## config.mk

```make
export PLATFORM = sky130hd
export DESIGN_NAME = axi4_burst_master
export DESIGN_NICKNAME = d
export VERILOG_FILES = /design/src/rtl/axi4_burst_master.sv
export SDC_FILE = /design/constraint.sdc
export NUM_CORES = 1
export LEC_CHECK = 0
export ABC_CLOCK_PERIOD_IN_PS = 1600
export CAP_MARGIN = 20
export CORE_ASPECT_RATIO = 1.2
export CORE_MARGIN = 2
export CORE_UTILIZATION = 29
export CTS_BUF_LIST = sky130_fd_sc_hd__clkbuf_4
export DETAILED_ROUTE_END_ITERATION = 12
export GPL_TIMING_DRIVEN = 0
export PLACE_DENSITY = 0.86
export SYNTH_ARGS = -nofsm -noshare
export SYNTH_HDL_FRONTEND = slang
export SYNTH_SLANG_ARGS = --single-unit
export TNS_END_PERCENT = 50
```

## constraint.sdc

```tcl
create_clock -name ACLK -period 1.6 [get_ports ACLK]
set_clock_uncertainty 0.15 [all_clocks]
set_input_delay 0.32 -clock ACLK [delete_from_list [all_inputs] [get_ports ACLK]]
set_output_delay 0.32 -clock ACLK [all_outputs]
set_load 0.01 [all_outputs]
```

## src/rtl/axi4_burst_master.sv

```systemverilog
// Single-ID INCR burst AXI4 master behind a valid/ready command port.
// Optional B/R watchdog is compiled in when AXI4_MASTER_TIMEOUT_EN is defined.

module axi4_burst_master #(
    parameter int unsigned DATA_WIDTH     = 32,
    parameter int unsigned ADDR_WIDTH     = 16,
    parameter int unsigned TIMEOUT_CYCLES = 256
) (
    input  logic                  ACLK,
    input  logic                  ARESET,
    input  logic                  cmd_valid,
    output logic                  cmd_ready,
    input  logic                  cmd_write,
    input  logic [ADDR_WIDTH-1:0] cmd_addr,
    input  logic [7:0]            cmd_len,
    input  logic [2:0]            cmd_size,
    input  logic                  wr_valid,
    output logic                  wr_ready,
    input  logic [DATA_WIDTH-1:0] wr_data,
    output logic                  rd_valid,
    input  logic                  rd_ready,
    output logic [DATA_WIDTH-1:0] rd_data,
    output logic                  rd_last,
    output logic                  done,
    output logic [1:0]            done_resp,
    output logic                  busy,
    output logic [ADDR_WIDTH-1:0] AWADDR,
    output logic [7:0]            AWLEN,
    output logic [2:0]            AWSIZE,
    output logic                  AWVALID,
    input  logic                  AWREADY,
    output logic [DATA_WIDTH-1:0] WDATA,
    output logic                  WLAST,
    output logic                  WVALID,
    input  logic                  WREADY,
    input  logic [1:0]            BRESP,
    input  logic                  BVALID,
    output logic                  BREADY,
    output logic [ADDR_WIDTH-1:0] ARADDR,
    output logic [7:0]            ARLEN,
    output logic [2:0]            ARSIZE,
    output logic                  ARVALID,
    input  logic                  ARREADY,
    input  logic [DATA_WIDTH-1:0] RDATA,
    input  logic [1:0]            RRESP,
    input  logic                  RLAST,
    input  logic                  RVALID,
    output logic                  RREADY
);

    typedef enum logic [2:0] {StIdle, StAw, StW, StB, StAr, StR} state_e;

    state_e                  state_q, state_d;
    logic [ADDR_WIDTH-1:0]   addr_q;
    logic [7:0]              len_q;
    logic [2:0]              size_q;
    logic [7:0]              beat_cnt_q;
    logic [1:0]              err_q;
    logic [1:0]              err_beat;
    logic                    done_q;
    logic [1:0]              done_resp_q;
    logic                    cmd_hs, w_hs, b_hs, r_hs;
    logic                    last_beat;
    logic                    timeout;

    assign cmd_hs    = (state_q == StIdle) && cmd_valid;
    assign w_hs      = WVALID && WREADY;
    assign b_hs      = BREADY && BVALID;
    assign r_hs      = RVALID && RREADY;
    assign last_beat = (beat_cnt_q == len_q);

`ifdef AXI4_MASTER_TIMEOUT_EN
    logic [15:0] wd_q;
    logic        waiting;

    assign waiting = (state_q == StB) || (state_q == StR);
    assign timeout = waiting && (wd_q == 16'(TIMEOUT_CYCLES - 1));

    always_ff @(posedge ACLK) begin
        if (ARESET || !waiting || b_hs || r_hs) begin
            wd_q <= '0;
        end else begin
            wd_q <= wd_q + 16'd1;
        end
    end
`else
    logic unused_timeout_cfg;
    assign timeout            = 1'b0;
    assign unused_timeout_cfg = (TIMEOUT_CYCLES != 0);
`endif

    // Running worst response including the beat being accepted now.
    always_comb begin
        err_beat = (RRESP > err_q) ? RRESP : err_q;
        if (RLAST != last_beat) begin
            err_beat = 2'b10;
        end
    end

    always_ff @(posedge ACLK) begin
        if (ARESET) begin
            state_q <= StIdle;
        end else begin
            state_q <= state_d;
        end
    end

    always_comb begin
        state_d = state_q;
        unique case (state_q)
            StIdle: if (cmd_valid) state_d = cmd_write ? StAw : StAr;
            StAw:   if (AWREADY) state_d = StW;
            StW:    if (w_hs && last_beat) state_d = StB;
            StB:    if (b_hs || timeout) state_d = StIdle;
            StAr:   if (ARREADY) state_d = StR;
            StR:    if ((r_hs && last_beat) || timeout) state_d = StIdle;
            default: state_d = StIdle;
        endcase
    end

    always_comb begin
        cmd_ready = 1'b0;
        AWVALID   = 1'b0;
        ARVALID   = 1'b0;
        WVALID    = 1'b0;
        wr_ready  = 1'b0;
        WDATA     = '0;
        WLAST     = 1'b0;
        BREADY    = 1'b0;
        rd_valid  = 1'b0;
        RREADY    = 1'b0;
        rd_data   = '0;
        rd_last   = 1'b0;
        unique case (state_q)
            StIdle: cmd_ready = 1'b1;
            StAw:   AWVALID = 1'b1;
            StW: begin
                WVALID   = wr_valid;
                wr_ready = WREADY;
                WDATA    = wr_data;
                WLAST    = last_beat;
            end
            StB:    BREADY = !timeout;
            StAr:   ARVALID = 1'b1;
            StR: begin
                rd_valid = RVALID;
                RREADY   = rd_ready && !timeout;
                rd_data  = RDATA;
                rd_last  = last_beat;
            end
            default: ;
        endcase
    end

    assign AWADDR    = addr_q;
    assign AWLEN     = len_q;
    assign AWSIZE    = size_q;
    assign ARADDR    = addr_q;
    assign ARLEN     = len_q;
    assign ARSIZE    = size_q;
    assign busy      = (state_q != StIdle);
    assign done      = done_q;
    assign done_resp = done_resp_q;

    always_ff @(posedge ACLK) begin
        if (ARESET) begin
            addr_q      <= '0;
            len_q       <= '0;
            size_q      <= '0;
            beat_cnt_q  <= '0;
            err_q       <= '0;
            done_q      <= 1'b0;
            done_resp_q <= '0;
        end else begin
            done_q <= 1'b0;
            if (cmd_hs) begin
                addr_q     <= cmd_addr;
                len_q      <= cmd_len;
                size_q     <= cmd_size;
                beat_cnt_q <= '0;
                err_q      <= '0;
            end
            if (w_hs || r_hs) begin
                beat_cnt_q <= beat_cnt_q + 8'd1;
            end
            if (r_hs) begin
                err_q <= err_beat;
            end
            if (b_hs) begin
                done_q      <= 1'b1;
                done_resp_q <= BRESP;
            end
            if (r_hs && last_beat) begin
                done_q      <= 1'b1;
                done_resp_q <= err_beat;
            end
            if (timeout) begin
                done_q      <= 1'b1;
                done_resp_q <= 2'b11;
            end
        end
    end

endmodule

```

== Yosys cells after proc, flatten, opt, wreduce, memory -nomap -nowiden ==
Index checks and enable logic that the tools add are counted.
Word-level totals
  register bits: 43
  output and inout port bits: 132
  bits of input ports: 107
  logic and storage cells: 66
Operators by class
  equality and inequality tests: 13
  order comparisons: 1
  $add $sub $neg: 1
  reductions and logical operators: 13
  mux-type cells: 30
Operators with widths (number)
  32-bit 2-to-1 mux: 2
  3-bit 2-to-1 mux: 7
  3-bit one-hot mux with 6 select lines: 1
  8-bit 2-to-1 mux: 2
  1-bit 2-to-1 mux: 12
  2-bit 2-to-1 mux: 6
  2-bit != test, second input constant: 6
  8-bit by 1-bit adder with 8-bit output, second input constant: 1
  8-bit == test: 1
  3-bit by 2-bit == test with 1-bit output, second input constant: 2
  3-bit == test, second input constant: 2
  1-bit logical AND: 6
  6-bit AND reduction: 1
  2-bit nonzero test: 3
  3-bit by 1-bit == test with 1-bit output, second input constant: 1
  3-bit logical NOT: 1
  3-bit nonzero test: 1
  2-bit > comparator: 1
  1-bit logical OR: 1
  1-bit != test: 1

== Depth between registers and ports, before layout ==
Gate-level depths: netlist of the first run.
  depth in word-level cells: 6
  mapped depth: 7
  mapped depth without buffers: 7

== Worst setup path after synthesis of the first run ==
OpenSTA, ideal clock, no wires.
  path kind: flip-flop to flip-flop
  start point: register state_q[1]
  end point: register state_q[0]
  setup time: 0.121 ns
  setup slack: -0.169 ns
  period minus slack after synthesis: 1.769 ns
  arrival: 1.498 ns
  cell stages (with the launch flop): 8
  cell sequence: dfxtp_1 > buf_6 > and3b_2 > buf_6 > nand3_2 > nor3_2 > o211ai_2 > mux2_4
On the way
  word-level cells in the longest chain between the ends: 6
  elaborated cells on any way between the ends: 22
RTL lines
  start: declaration: RTL line 53  | state_e state_q, state_d;
  start signal: assignment: RTL line 102  | state_q <= StIdle;
  start signal: assignment: RTL line 104  | state_q <= state_d;
  3-bit == test or 3-bit by 2-bit == test with 1-bit output (tied branches): RTL line 110, 134
  1-bit 2-to-1 mux: RTL line 134  | unique case (state_q)
  1-bit logical AND, on equally long branches: RTL line 69, 67
  1-bit logical AND, on equally long branches: RTL line 116, 113
  2-bit != test (no source line)
  6-bit AND reduction (no source line)
Parallel ways exist; a longest one is shown, timed or not.
A chain may end at the register's enable or synchronous reset.

== Worst setup path in the final report of the first run ==
  start point: register state_q[1]
  end point: output rd_data[12]
On the way
  word-level cells in the longest chain between the ends: 2
RTL lines
  3-bit == test: RTL line 134
  32-bit 2-to-1 mux: RTL line 134
  end: declaration: RTL line 22  | output logic [DATA_WIDTH-1:0] rd_data,
Every way passes these cells.

==> impl_metrics.csv, run 1 <==
group,metric,value,unit
place,gp_congestion,0.860,
sta,rsz0062_at_grt,"true",
global_routing,first_global_vias,3383,
run_status,status,"finished with violations",
sta,slew_headroom,0.552,
critical_path,path_cells,"buf_6 > and3b_2 > buf_8 > buf_8 > and2_1 > buf_2",
floorplan,core_area,0.00908,mm2
floorplan,num_io_pins,239,
finish,syn2layout_area_growth,129,%
floorplan,die_width,92.6,um
global_routing,antenna_found_initial,0,
logic_synthesis,synth.area.top_cells,"dfxtp_1, and3_1, and2_1",
logic_synthesis,synth.distinct_cells,46,
critical_path,cp_max_fo,10,
min_path,hold_class,"input pin to flip-flop",
logic_synthesis,ys_ff_latch,43,
power_and_ir_drop,total_power,6520,uW
sta,fmax,475,MHz
logic_synthesis,synth_most_common_cell,"nand2_1",
sta,max_slew.worst_pin.slew,0.672,ns
logic_synthesis,yosysTopAreaCell,"dfxtp_1",
logic_synthesis,ys_seq_area_frac,0.315,
floorplan,die_h,110,um
finish,fin_nets,763,
finish,instances_no_fill,773,
routing,drc,0,
finish,finish.instance_area,0.00625,mm2
logic_synthesis,yosysTopAreaCellShare,0.315,
logic_synthesis,yosys_warnings,0,
global_routing,overflow,0,
global_routing,grt_max_degree,15,
sta,timing.final.crit_share,1.32,
logic_synthesis,synth_edf_count,0,
run,cap_violations,0,
clocking,clockBufferDepth,2,
critical_path,rrSetupSlack,-0.49,ns
critical_path,worstPathRequired,1.13,ns
routing,ant_nets,0,
sta,setup_viol,119,
clocking,clock_sinks,43,
sta,fin_crit,2.11,ns
power_and_ir_drop,peakVddDrop,0.527,mV
power_and_ir_drop,p_leak,0.00332,uW
global_routing,grt_usage,0.217,
routing,drt_first_pass_iters,4,
power_and_ir_drop,power_density,1040,mW/mm2
floorplan,die-area,0.0102,mm2
clocking,htree_num_levels,2,
place,hpwl,8840,um
clocking,clkLatencyLatePin,0.36,ns
sta,fin_ws,-0.507,ns
clocking,numCtsBuffers,5,
finish,diodes,0,
critical_path,r2r_cells,10,
critical_path,worstSetupStartpointType,"flip-flop",
clocking,tritoncts,"done",
place,port_buffers,237,
place,place_area,0.00530,mm2
logic_synthesis,avgSynthCellArea,7.56,um2
finish,utilization,0.688,
routing,drt_iter0_drc,194,
critical_path,crit_path_end_kind,"output pin",
finish,drive_above_1_share,0.493,
routing,wl_per_cell,16.9,um
logic_synthesis,synth_commonest_cells,"nand2_1, dfxtp_1, a21oi_1",
floorplan,start_util,0.300,
critical_path,worst_ep_arrival_time,1.64,ns
global_routing,grt_pass1_wl,17700,um
place,dpl.cell_count,718,
logic_synthesis,syn_nets,472,
logic_synthesis,synthCells,361,
critical_path,critical_path_class,"flip-flop to output pin",
logic_synthesis,synth_flop_cell,"dfxtp_1",
run_status,violations,"negative setup slack",
routing,via_count,3714,
critical_path,worst_path_max_delay_cell,"dfxtp_2",
sta,hold_violations,0,
floorplan,num_rows,38,
critical_path,max_stage_delay,0.36,ns
clocking,clk_pin_slew,0.14,ns
routing,vias_per_cell,4.80,
critical_path,path_common_cell,"buf_8",
logic_synthesis,syn_area,0.00273,mm2
routing,drt-total-wl,13100,um
clocking,cts_root_buffer,"clkbuf_4",
sta,maxSlewViolCount,0,
clocking,postCtsHoldBufs,0,
logic_synthesis,synthArstFlopShare,0,
min_path,hold_path_depth,2,
-- layout by cell type (no fill, tap or decap), types with 4 or more instances in the layout --
cell / n
dfxtp_4: 16
inv_1: 6
and2_1: 19
buf_4: 75
buf_2: 43
and3_4: 11
and2_4: 18
dfxtp_2: 22
buf_6: 52
nor2_1: 10
clkbuf_2: 7
clkdlybuf4s50_1: 105
ha_1: 4
xnor2_4: 6
clkbuf_4: 5
clkbuf_1: 4
a21oi_1: 26
buf_8: 12
dfxtp_1: 5
nand2_1: 58
nand3_1: 7
and3_1: 27
dlymetal6s2s_1: 32
a21oi_2: 13
nor2b_1: 4
-- where the power goes --
| part | internal [uW] | leakage (uW) | total [uW] | switching [uW] |
|---|---|---|---|---|
| Clock | 169 | 0.0000288 | 552 | 383 |
| Combinational | 2510 | 0.00292 | 4500 | 1990 |
| Sequential | 1280 | 0.000372 | 1470 | 194 |
| Total | 3960 | 0.00332 | 6520 | 2560 |
-- area by class of cell --
cell class / count / area [um2]
Sequential cell: 43 / 948
Buffer: 52 / 499
Multi-Input combinational cell: 260 / 1940
Timing Repair Buffer: 284 / 2630
Clock buffer: 5 / 37.5
Inverter: 6 / 22.5
Fill cell: 710 / 2830
Tap cell: 120 / 150
Clock inverter: 3 / 20.0
-- critical path: cells and delay by family, from the launching register on --
family | cells | cell delay [ns]
flops | 1 | 0.36
buf+inv | 4 | 0.53
simple gates | 2 | 0.38
-- kinds of logic (layout without fill, tap and decap cells) --
family / Yosys count / after routing / synth area share
AOI/OAI and AO/OA: 57 / 57 / 0.124
adders and majority gates: 4 / 4 / 0.0183
DFF: 43 / 43 / 0.315
xor gates and xnor gates: 8 / 8 / 0.0257
buffers and inverters: 58 / 350 / 0.125
muxes: 6 / 6 / 0.0257
and+or+nand+nor: 185 / 185 / 0.366
-- per-stage QoR --
step | TNS [ns] | hold slack [ns] | setup slack, ns
after floorplan | -1.51 | 0.285 | -0.114
after global placement | -62.01 | 0.308 | -0.695
after detailed placement | -66.95 | 0.313 | -0.767
after CTS | -44.23 | 0.264 | -0.511
after global routing | -48.98 | 0.268 | -0.565
final | -42.90 | 0.235 | -0.507
-- what timing repair did --
item                       CTS  global route
gates cloned                 5             0
setup endpoints to repair  173           173
pin swaps                   20            17
setup buffers               27            16
gates resized for setup    417           197
-- flip-flops by register name (all words and copies together) (netlist names) --
register / cells
err_q: 2
beat_cnt_q: 8
ARLEN: 8
state_q: 3
ARADDR: 16
done_resp: 2
ARSIZE: 3
done: 1
-- routing by layer --
metal	global-route usage	vias up	part of all wire
met3	0.0354	25	0.051
li1	-	1781	-
met5	0	-	0
met2	0.391	138	0.55
met1	0.277	1770	0.38
met4	0.0405	0	0.022
-- final timing paths --
path | to | startpoint
worst max-delay path | rd_data[12] | state_q[1]
worst min-delay path | done_resp[1] | ARESET
worst max register to register | beat_cnt_q[4] | state_q[1]
worst min register to register | ARADDR[10] | ARADDR[10]
No activity file was read; power rests on OpenSTA's default activity.
==> run 2, diff against run 1 <==
Settings changed: CTS_BUF_LIST sky130_fd_sc_hd__clkbuf_4 to unset.
==> impl_metrics.csv, run 2 (synthesized netlist as in run 1, its figures left out) <==
group,metric,value,unit
global_routing,first_global_vias,3582,
min_path,hold_class,"flip-flop to flip-flop",
floorplan,die_width,92.6,um
floorplan,die_h,110,um
critical_path,path_delay_family,"simple AND/OR/NAND/NOR gates",
power_and_ir_drop,p_int,4220,uW
global_routing,antenna_found_initial,0,
floorplan,die-area,0.0102,mm2
critical_path,path_buf_inv,2,
critical_path,critical_path_class,"flip-flop to flip-flop",
sta,fmax,491,MHz
clocking,postCtsHoldBufs,0,
finish,drive_above_1_share,0.497,
power_and_ir_drop,power_density,1100,mW/mm2
run_status,status,"finished with violations",
global_routing,grt_pass1_wl,18600,um
routing,drc,0,
sta,rsz0062_at_grt,"true",
clocking,clockBufferDepth,2,
critical_path,crit_path_end_kind,"flip-flop",
routing,ant_nets,0,
finish,final_cell_mix,"clkdlybuf4s50_1, buf_4, buf_6",
sta,fin_ws,-0.436,ns
sta,slew_headroom,0.593,
run,cap_violations,0,
clocking,htree_num_levels,2,
floorplan,start_util,0.300,
clocking,clk_pin_slew,0.09,ns
place,gp_congestion,0.860,
floorplan,num_rows,38,
routing,wl_per_cell,17.7,um
routing,via_count,3715,
critical_path,worst_path_max_delay_cell,"dfxtp_4",
routing,vias_per_cell,4.82,
global_routing,overflow,0,
clocking,cts_root_buffer,"clkbuf_8",
critical_path,worstPathRequired,1.65,ns
sta,timing.final.crit_share,1.27,
global_routing,grt_usage,0.228,
finish,syn2layout_area_growth,129,%
critical_path,cp_max_fo,5,
clocking,tritoncts,"done",
sta,hold_violations,0,
clocking,numCtsBuffers,5,
finish,final_common_cell,"clkdlybuf4s50_1",
clocking,clock_sinks,43,
global_routing,grt_max_degree,15,
run_status,violations,"negative setup slack",
power_and_ir_drop,total_power,6860,uW
sta,whs,0.315,ns
routing,drt_iter0_drc,216,
finish,diodes,0,
power_and_ir_drop,clkPwrFrac,0.110,
clocking,clkLatencyLatePin,0.30,ns
critical_path,worst_ep_arrival_time,2.08,ns
critical_path,path_cells,"and3b_2 > buf_8 > buf_6 > nand3_4 > nor3_4 > o211ai_2 > mux2_4",
power_and_ir_drop,p_sw,2640,uW
critical_path,max_stage_delay,0.37,ns
power_and_ir_drop,power_frac_comb,0.677,
power_and_ir_drop,p_leak,0.00287,uW
sta,max_slew.worst_pin.slew,0.610,ns
power_and_ir_drop,sw_frac_of_total,0.384,
finish,largest_reg_flops,16,
sta,setup_viol,90,
routing,drt_first_pass_iters,4,
power_and_ir_drop,peakVddDrop,0.585,mV
place,hpwl,8840,um
floorplan,num_io_pins,239,
place,port_buffers,237,
routing,drt-total-wl,13600,um
finish,fin_nets,760,
floorplan,core_area,0.00908,mm2
sta,maxSlewViolCount,0,
sta,fin_crit,2.04,ns
critical_path,worstSetupStartpointType,"flip-flop",
power_and_ir_drop,p_seq_frac,0.214,
-- run 2: tightest hold or removal path, cell delays in order, from the launching register on --
cell,delay [ns]
dfxtp_2,0.33
nand2_1,0.05
a21oi_1,0.05
-- run 2: power groups by stage --
| stage | sequential, uW | clock (uW) | combinational [uW] |
|---|---|---|---|
| 2_1_floorplan | 1450 | 0 | 1560 |
| 3_3_place_gp | 1420 | 0 | 3080 |
| 3_5_place_dp | 1430 | 0 | 3150 |
| 4_1_cts | 1450 | 761 | 4020 |
| 5_1_grt | 1490 | 813 | 4900 |
| 6_report | 1470 | 753 | 4640 |
-- run 2: stage by stage --
stage | TNS (ns) | setup WS, ns | cells | util | cell area, um2
after floorplan | -1.51 | -0.114 | 361 | - | 2780
after global placement | -62.01 | -0.695 | 718 | 0.584 | 5300
final | -28.27 | -0.436 | 770 | 0.689 | 6260
after global routing | -31.66 | -0.496 | 770 | 0.689 | 6260
after detailed placement | -66.95 | -0.767 | 718 | 0.584 | 5300
after CTS | -28.35 | -0.433 | 764 | 0.645 | 5860
-- run 2: path summary, 6_finish.rpt --
path                                  from  slack, ns  depth (start not counted)         end
worst max-delay path            state_q[1]      -0.44                          7  state_q[0]
worst min-delay path            ARADDR[11]       0.31                          2  ARADDR[11]
worst max register to register  state_q[1]      -0.44                          7  state_q[0]
worst min register to register  ARADDR[11]       0.31                          2  ARADDR[11]
-- run 2: what timing repair did --
item                                    in CTS  in global routing
endpoints found under the setup margin     173                118
cloned                                       4                  3
pin swaps                                   37                 38
resized for setup                          499                106
buffers inserted                            34                  7
hold endpoints to repair                     0                  0
-- run 2: area by class of cell --
class / count / area [um2]
Buffer: 49 / 419
Clock buffer: 6 / 82.6
Clock inverter: 2 / 16.3
Fill cell: 704 / 2820
Inverter: 6 / 25.0
Multi-Input combinational cell: 260 / 1970
Sequential cell: 43 / 933
Tap cell: 120 / 150
Timing Repair Buffer: 284 / 2670
-- run 2: metal layers --
| layer | track usage | up-vias | share of wire | routed length, um |
|---|---|---|---|---|
| met2 | 0.416 | 159 | 0.55 | 7470 |
| met3 | 0.0408 | 26 | 0.056 | 763 |
| met5 | 0 | - | 0 | 0 |
| met1 | 0.280 | 1752 | 0.38 | 5150 |
| li1 | - | 1778 | - | - |
| met4 | 0.0480 | 0 | 0.016 | 224 |
==> run 3, diff against run 2 <==
Settings changed: CTS_BUF_LIST set to sky130_fd_sc_hd__clkbuf_8.
==> results of run 3 <==
Final layout, timing and power as in run 2 (identical DEF).
